==> src/rtl/load_store_unit.sv <==
// load_store_unit: MEM-stage load/store unit for a word-organised data memory.
// Accepts one request at a time, checks alignment, runs a short FSM
// (IDLE / READ / WRITE / RESP) and returns a response through a
// valid/ready handshake. Loads are lane-extracted and sign/zero extended.
// Optional feature macro: LSU_RMW_EN -- when defined, aligned half/byte
// stores are done as read-modify-write of the whole word; when undefined,
// sub-word stores are only legal at byte offset 0 and use the memory's
// half-low/byte-low write modes.
module load_store_unit (
  input  logic        clk,
  input  logic        resetN,
  input  logic        reqValid,
  output logic        reqReady,
  input  logic        reqWrite,
  input  logic [1:0]  reqSize,
  input  logic        reqSigned,
  input  logic [31:0] reqAddr,
  input  logic [31:0] reqData,
  output logic        rspValid,
  input  logic        rspReady,
  output logic [31:0] rspData,
  output logic        misaligned,
  output logic        stall,
  output logic [31:0] memAddress,
  output logic [31:0] memDataIn,
  output logic [1:0]  memWrite,
  output logic        memRead,
  input  logic [31:0] memData
);

  typedef enum logic [1:0] {IDLE, READ, WRITE, RESP} state_t;

  state_t      state_reg, state_next;
  logic        ready_en_reg;
  logic [1:0]  offset_reg;
  logic [1:0]  size_reg;
  logic        signed_reg;
  logic        write_reg;
  logic        misaligned_reg;
  logic [31:0] address_reg;
  logic [31:0] wdata_reg;
  logic [31:0] rdata_reg;

  logic        accept;
  logic        bad_align;
  logic [31:0] store_word;
  logic [31:0] lane_shift;
  logic [31:0] load_val;
  logic [1:0]  write_code;

  assign accept = reqValid & reqReady;

  // Alignment check of the incoming request.
  always_comb begin
    bad_align = 1'b0;
    case (reqSize)
      2'b01:   bad_align = (reqAddr[1:0] != 2'b00);
      2'b10:   bad_align = reqAddr[0];
      2'b11:   bad_align = 1'b0;
      default: bad_align = 1'b1;
    endcase
`ifndef LSU_RMW_EN
    // Without read-modify-write the memory can only write the low lanes.
    if (reqWrite && reqSize[1] && (reqAddr[1:0] != 2'b00))
      bad_align = 1'b1;
`endif
  end

  // Store data trimmed to the access size (sub-word data sits in the low bits).
  always_comb begin
    case (reqSize)
      2'b10:   store_word = {16'h0000, reqData[15:0]};
      2'b11:   store_word = {24'h000000, reqData[7:0]};
      default: store_word = reqData;
    endcase
  end

  // Load extraction: shift the addressed lane down, then extend.
  assign lane_shift = memData >> {offset_reg, 3'b000};

  always_comb begin
    case (size_reg)
      2'b10:   load_val = {{16{signed_reg & lane_shift[15]}}, lane_shift[15:0]};
      2'b11:   load_val = {{24{signed_reg & lane_shift[7]}}, lane_shift[7:0]};
      default: load_val = memData;
    endcase
  end

`ifdef LSU_RMW_EN
  logic [3:0]  lane_en;
  logic [31:0] lane_src;
  logic [31:0] merged;

  // Byte-lane enables and replicated store data for the merge.
  always_comb begin
    case (size_reg)
      2'b10:   lane_en = offset_reg[1] ? 4'b1100 : 4'b0011;
      2'b11:   lane_en = 4'b0001 << offset_reg;
      default: lane_en = 4'b1111;
    endcase
    lane_src = (size_reg == 2'b11) ? {4{wdata_reg[7:0]}} : {2{wdata_reg[15:0]}};
  end

  genvar gi;
  generate
    for (gi = 0; gi < 4; gi++) begin : g_lane
      assign merged[8*gi +: 8] = lane_en[gi] ? lane_src[8*gi +: 8] : memData[8*gi +: 8];
    end
  endgenerate

  assign write_code = 2'b01;
`else
  // Write mode follows the access size: 01 word, 10 half-low, 11 byte-low.
  assign write_code = size_reg;
`endif

  // FSM state register; reset abandons any transaction at once.
  always_ff @(posedge clk or negedge resetN) begin
    if (!resetN) begin
      state_reg    <= IDLE;
      ready_en_reg <= 1'b0;
    end else begin
      state_reg    <= state_next;
      ready_en_reg <= 1'b1;
    end
  end

  // FSM next-state and handshake/memory control outputs.
  always_comb begin
    state_next = state_reg;
    reqReady   = 1'b0;
    stall      = 1'b1;
    rspValid   = 1'b0;
    memRead    = 1'b0;
    memWrite   = 2'b00;
    memDataIn  = 32'h0;
    case (state_reg)
      IDLE: begin
        stall    = 1'b0;
        reqReady = ready_en_reg;
        if (accept) begin
          if (bad_align)
            state_next = RESP;
          else if (!reqWrite)
            state_next = READ;
          else if (reqSize == 2'b01)
            state_next = WRITE;
          else begin
`ifdef LSU_RMW_EN
            state_next = READ;
`else
            state_next = WRITE;
`endif
          end
        end
      end
      READ: begin
        memRead    = 1'b1;
        state_next = write_reg ? WRITE : RESP;
      end
      WRITE: begin
        memWrite   = write_code;
        memDataIn  = wdata_reg;
        state_next = RESP;
      end
      RESP: begin
        rspValid = 1'b1;
        if (rspReady)
          state_next = IDLE;
      end
      default: state_next = IDLE;
    endcase
  end

  // Request capture on acceptance, and load/merge capture at the end of READ.
  always_ff @(posedge clk or negedge resetN) begin
    if (!resetN) begin
      offset_reg     <= 2'b00;
      size_reg       <= 2'b00;
      signed_reg     <= 1'b0;
      write_reg      <= 1'b0;
      misaligned_reg <= 1'b0;
      address_reg    <= 32'h0;
      wdata_reg      <= 32'h0;
      rdata_reg      <= 32'h0;
    end else if (accept) begin
      offset_reg     <= reqAddr[1:0];
      size_reg       <= reqSize;
      signed_reg     <= reqSigned;
      write_reg      <= reqWrite;
      misaligned_reg <= bad_align;
      address_reg    <= {2'b00, reqAddr[31:2]};
      wdata_reg      <= store_word;
      rdata_reg      <= 32'h0;
    end else if (state_reg == READ) begin
`ifdef LSU_RMW_EN
      if (write_reg)
        wdata_reg <= merged;
      else
        rdata_reg <= load_val;
`else
      rdata_reg <= load_val;
`endif
    end
  end

  assign memAddress = address_reg;
  assign rspData    = rspValid ? rdata_reg : 32'h0;
  assign misaligned = rspValid & misaligned_reg;

endmodule

==> config.mk <==
export PLATFORM = sky130hd
export DESIGN_NAME = load_store_unit
export DESIGN_NICKNAME = d
export VERILOG_FILES = /design/src/rtl/load_store_unit.sv
export SDC_FILE = /design/constraint.sdc
export NUM_CORES = 1
export LEC_CHECK = 0
export ABC_AREA = 0
export BUFFER_PORTS_ARGS = -buffer_cell sky130_fd_sc_hd__clkbuf_2
export CAP_MARGIN = 20
export CELL_PAD_IN_SITES_DETAIL_PLACEMENT = 0
export CELL_PAD_IN_SITES_GLOBAL_PLACEMENT = 2
export CORE_AREA = 2 2 148 150
export DETAILED_ROUTE_END_ITERATION = 10
export DIE_AREA = 0 0 150 152
export PLACE_DENSITY = 0.83
export SYNTH_ARGS = -nofsm -noshare
export SYNTH_HDL_FRONTEND = slang
export SYNTH_SLANG_ARGS = --single-unit
==> constraint.sdc <==
create_clock -name clk -period 4.2 [get_ports clk]
set_input_delay 0.84 -clock clk [delete_from_list [all_inputs] [get_ports clk]]
set_output_delay 0.84 -clock clk [all_outputs]
set_load 0.01 [all_outputs]
After elaboration in Yosys (flattened, before gate mapping)
Cells that the tools add are included.
{"block": "classes", "eq_ne": 10, "shift": 1, "n_mux": 19, "bitwise_logic": 4, "reduce_logical": 6}
{"cell": "32-bit 2-to-1 mux", "n": 4}
{"cell": "32-bit one-hot mux with 2 select lines", "n": 2}
{"cell": "32-bit by 5-bit right shift with 16-bit output", "n": 1}
{"cell": "2-bit == test, second input constant", "n": 6}
{"cell": "2-bit 2-to-1 mux", "n": 5}
{"cell": "2-bit one-hot mux with 4 select lines", "n": 1}
{"cell": "1-bit 2-to-1 mux", "n": 6}
{"cell": "1-bit AND", "n": 4}
{"cell": "2-bit by 1-bit == test with 1-bit output, second input constant", "n": 2}
{"cell": "2-bit != test, second input constant", "n": 2}
{"cell": "2-bit nonzero test", "n": 2}
{"cell": "1-bit one-hot mux with 3 select lines", "n": 1}
{"cell": "1-bit logical AND", "n": 2}
{"cell": "2-bit logical NOT", "n": 1}
{"cell": "2-bit AND reduction", "n": 1}
{"block": "word_totals", "ff_bits": 104}

Logic depth before layout (Yosys ltp)
{"block": "logic_depth", "ltp_word": 6, "mapped_depth": 8, "depth_no_buf": 6}

Worst setup path before layout
No wires, ideal clock.
{"block": "synth_timing", "path_kind": "register to output", "start": "reg state_reg[0]", "end": "out memDataIn[10]", "t_arrival_ns": 1.112, "required_time_ns": 3.360, "setup_slack_ns": 2.248, "stages_incl_launch_ff": 5, "path_buffers": 1, "cell_sequence": "dfrtp_1 > inv_1 > ha_1 > clkbuf_1 > and2_1"}
{"block": "synth_between", "elab_chain_len": 2}
{"item": "start: declaration", "line_no": "33", "text": "state_t state_reg, state_next;"}
{"item": "start signal: assignment", "line_no": "123", "text": "state_reg <= state_next;"}
{"item": "2-bit == test", "line_no": "137", "text": "case (state_reg)"}
{"item": "32-bit 2-to-1 mux", "line_no": "137"}
{"item": "end: declaration", "line_no": "25", "text": "output logic [31:0] memDataIn,"}
Every way passes these cells.

Final worst setup path
{"block": "layout_timing", "start": "reg state_reg[1]", "end": "out rspData[3]"}
{"block": "layout_between", "elab_chain_len": 3}
{"item": "2-bit == test", "line_no": "137"}
{"item": "1-bit 2-to-1 mux", "line_no": "137"}
{"item": "32-bit 2-to-1 mux", "line_no": "208", "text": "assign rspData = rspValid ? rdata_reg : 32'h0;"}
{"item": "end: declaration", "line_no": "21", "text": "output logic [31:0] rspData,"}
Every way passes these cells.

==> results.cfg <==
[outcome]
status = finished clean

[min_path]
holdCritStartpoint = wdata_reg[6]
min_path_type = flip-flop to flip-flop

[sta]
hold_ws_ps = 466
period_needed_ps = 3070
rsz0062_at_grt = no
worst_slew_pin_slew_ps = 977
setup_ws_ps = 1130
max_freq_ghz = 0.326
hold_viol_final = 0
drv_slew = 0
skew_ps = 10.8
setup_viol = 0
tns_ps = 0
relSlewSlack_pct = 34.9
finalCritPeriodShare_pct = 73.0

[logic_synthesis]
yosysTopAreaCellShare_pct = 49.7
yosys-top-cells-area = dfrtp_1 50%, nand2_1 13%, and2_1 7.5%
synthMuxAreaShare_pct = 2.77
ys_types = 33
netlist_area_um2 = 5230
synth-main-ff-cell = dfrtp_1
ys_async_sr_fraction_pct = 100
synth-seq-cells = 104
synth-adder-area-share_pct = 1.20
syn_area_per_cell_um2 = 8.57
yosys.area_share.simple_pct = 27.5
yosys_warnings = 0
synth_cells = 611
synth-compound-area-share_pct = 13.5
synth_top_cell_by_area = dfrtp_1
synth_xor_area_share_pct = 0
synth_top_family_by_area = simple AND/OR/NAND/NOR gates
synth-edff-count = 0
yosysSeqAreaShare_pct = 49.7

[setup_path]
worstPathRequired_ps = 3360
reg2reg_slack_ps = 1610
reg2regPathDepth = 4
cp.arrival_ps = 2230
worst_r2r_startpoint = state_reg[1]
cpPeakStageDelay_ps = 820
startpoint = state_reg[1]
criticalPathCategory = flip-flop to primary output
path_buf_inv = 2
crit_path_end = rspData[3]
crit_family = adder cells
end_kind = primary output
start_kind = flip-flop
path_depth = 4
critPathMaxFanout = 29
crit_slowest_cell = ha_1
reg2reg_to = rdata_reg[18]
path_cells = ha_1 > inv_1 > nor2_1 > clkbuf_2

[pwr]
power_frac_clock_pct = 19.8
ir_worst_vdd_uv = 210
comb_power_share_pct = 42.5
p_seq_share_pct = 37.7
p_int_uw = 2790
p_switching_uw = 1900
p_per_area_nw_per_um2 = 692
p_sw_share_pct = 40.5
power_leakage_uw = 0.00352
power_uw = 4690

[cells_and_area]
fill_cells = 2299
seqCellArea_um2 = 2600
multi_input_area_um2 = 2380
final_nets = 894
drive_gt1_share_pct = 29.0
syn2layout_area_growth_pct = 29.7

[clocking]
cts_resized = 0
post_cts_buffers = 0
htreeDepth = 3
cts_root_buf = clkbuf_16
worstSkewPairLatency_ps = 350
cts_made_buffers = 9
ctsHoldBuffers = 0
clockBufferDepth = 2
clk_pin_slew_ps = 70
cts_num_sinks = 104
cts_tree = done

[routing]
routed_wl_um = 16500
dr.pass1.iters = 5
drtIter0Drc = 175
viasPerCell = 4.42
wire_per_inst_um = 15.4
drtAntennaViolNets = 0
vias = 4730
drc = 0

[floorplan]
core_um2 = 21400
num_io_pins = 207
initial_utilization_pct = 24.5
die_h_um = 152
die_area_um2 = 22800
die_x_um = 150
fp-row-count = 54

[global_routing]
grt.overflow.total = 0
grt_pass1_vias = 4801
track_usage_pct = 14.9
grt_max_degree = 68
antenna_found_initial = 1
grt_pass1_wl_um = 26700

[placed_design]
gp_congestion = 0.754
port-buffer-count = 204
dp_slack_ps = 1510
dp_hpwl_um = 11500

[run]
maxCapViolCount = 0
-- through the flow --
step	instances	utilization, %	cell area [um2]
floorplan	612	-	5240
global placement	1054	30.3	6470
detailed placement	1054	30.3	6470
CTS	1070	31.8	6790
global route	1071	31.8	6790
finish	1071	31.8	6790
-- cell usage in the layout (no fill, tap or decap), types with 3 or more instances in the layout --
| master | synthesis | layout |
|---|---|---|
| a211oi_1 | 3 | 3 |
| a21oi_1 | 3 | 3 |
| a2bb2oi_1 | 6 | 6 |
| a31oi_1 | 23 | 23 |
| and2_1 | 63 | 63 |
| buf_4 | 2 | 5 |
| clkbuf_16 | 0 | 9 |
| clkbuf_2 | 0 | 203 |
| conb_1 | 2 | 3 |
| dfrtp_1 | 104 | 104 |
| ha_1 | 5 | 4 |
| inv_1 | 17 | 17 |
| mux2i_1 | 10 | 10 |
| nand2_1 | 188 | 187 |
| nand3_1 | 15 | 15 |
| nand3b_1 | 8 | 8 |
| nor2_1 | 15 | 15 |
| nor2b_1 | 19 | 19 |
| o211ai_1 | 14 | 14 |
| o21ai_0 | 35 | 35 |
| o22ai_1 | 17 | 17 |
| o32ai_1 | 6 | 6 |
-- logic make-up (layout without fill, tap and decap cells) --
group,Yosys count,count (layout)
other,2,4
DFF,104,104
muxes,12,12
AOI/OAI and AO/OA,111,111
and+or+nand+nor,313,313
adders and majority gates,5,5
buffers and inverters,64,242
-- worst min-delay path by stage --
stage / end / slack (ps) / cells after the start
2_1_floorplan: wdata_reg[10] / 430 / 2
3_3_place_gp: wdata_reg[2] / 450 / 2
3_5_place_dp: wdata_reg[6] / 460 / 2
4_1_cts: wdata_reg[6] / 470 / 2
5_1_grt: wdata_reg[4] / 490 / 2
6_report: wdata_reg[6] / 470 / 2
-- Yosys cell counts (all sizes together) (2+ instances only) --
cell type and n:
o32ai 6, a31oi 23, nor2b 19, nand3 15, conb 2, nand3b 8, and3 2, nand2b 2
ha 5, buf 15, o211ai 14, a2bb2oi 6, nand2 188, mux2i 11, o22ai 17, o21ai 35
nor2 15, clkbuf 32, a211oi 3, and2 63, inv 17, a21oi 3, dfrtp 104
-- power by group through the flow --
stage          clock [uW]  sequential [uW]  combinational, uW
2_1_floorplan           0             1720               1360
3_3_place_gp            0             1790               2000
3_5_place_dp            0             1790               2030
4_1_cts               974             1780               2040
5_1_grt              1010             1850               2280
6_report              931             1770               1990
-- worst min-delay path: stages (launching register included) --
cell	delay (ps)
dfrtp_1	340
nand2_1	50
nand2_1	50
-- final cells by class --
type / count / area share (%)
flip-flops and latches: 104 / 38.3
multi-input cells: 444 / 35.0
repair buffers: 209 / 15.8
well taps: 280 / 5.16
clock buffers: 10 / 3.37
clock inverters: 6 / 1.33
inverters: 17 / 0.940
diodes: 1 / 0.0369
-- routing by layer --
| metal | vias to the layer above | GRT usage, % | wire length [um] |
|---|---|---|---|
| li1 | 2364 | - | - |
| met1 | 2194 | 20.8 | 7510 |
| met2 | 155 | 22.2 | 7370 |
| met3 | 17 | 3.93 | 1260 |
| met4 | 0 | 5.57 | 345 |
| met5 | - | 0 | 0 |
Note: power is estimated with default switching activity, not from simulation.
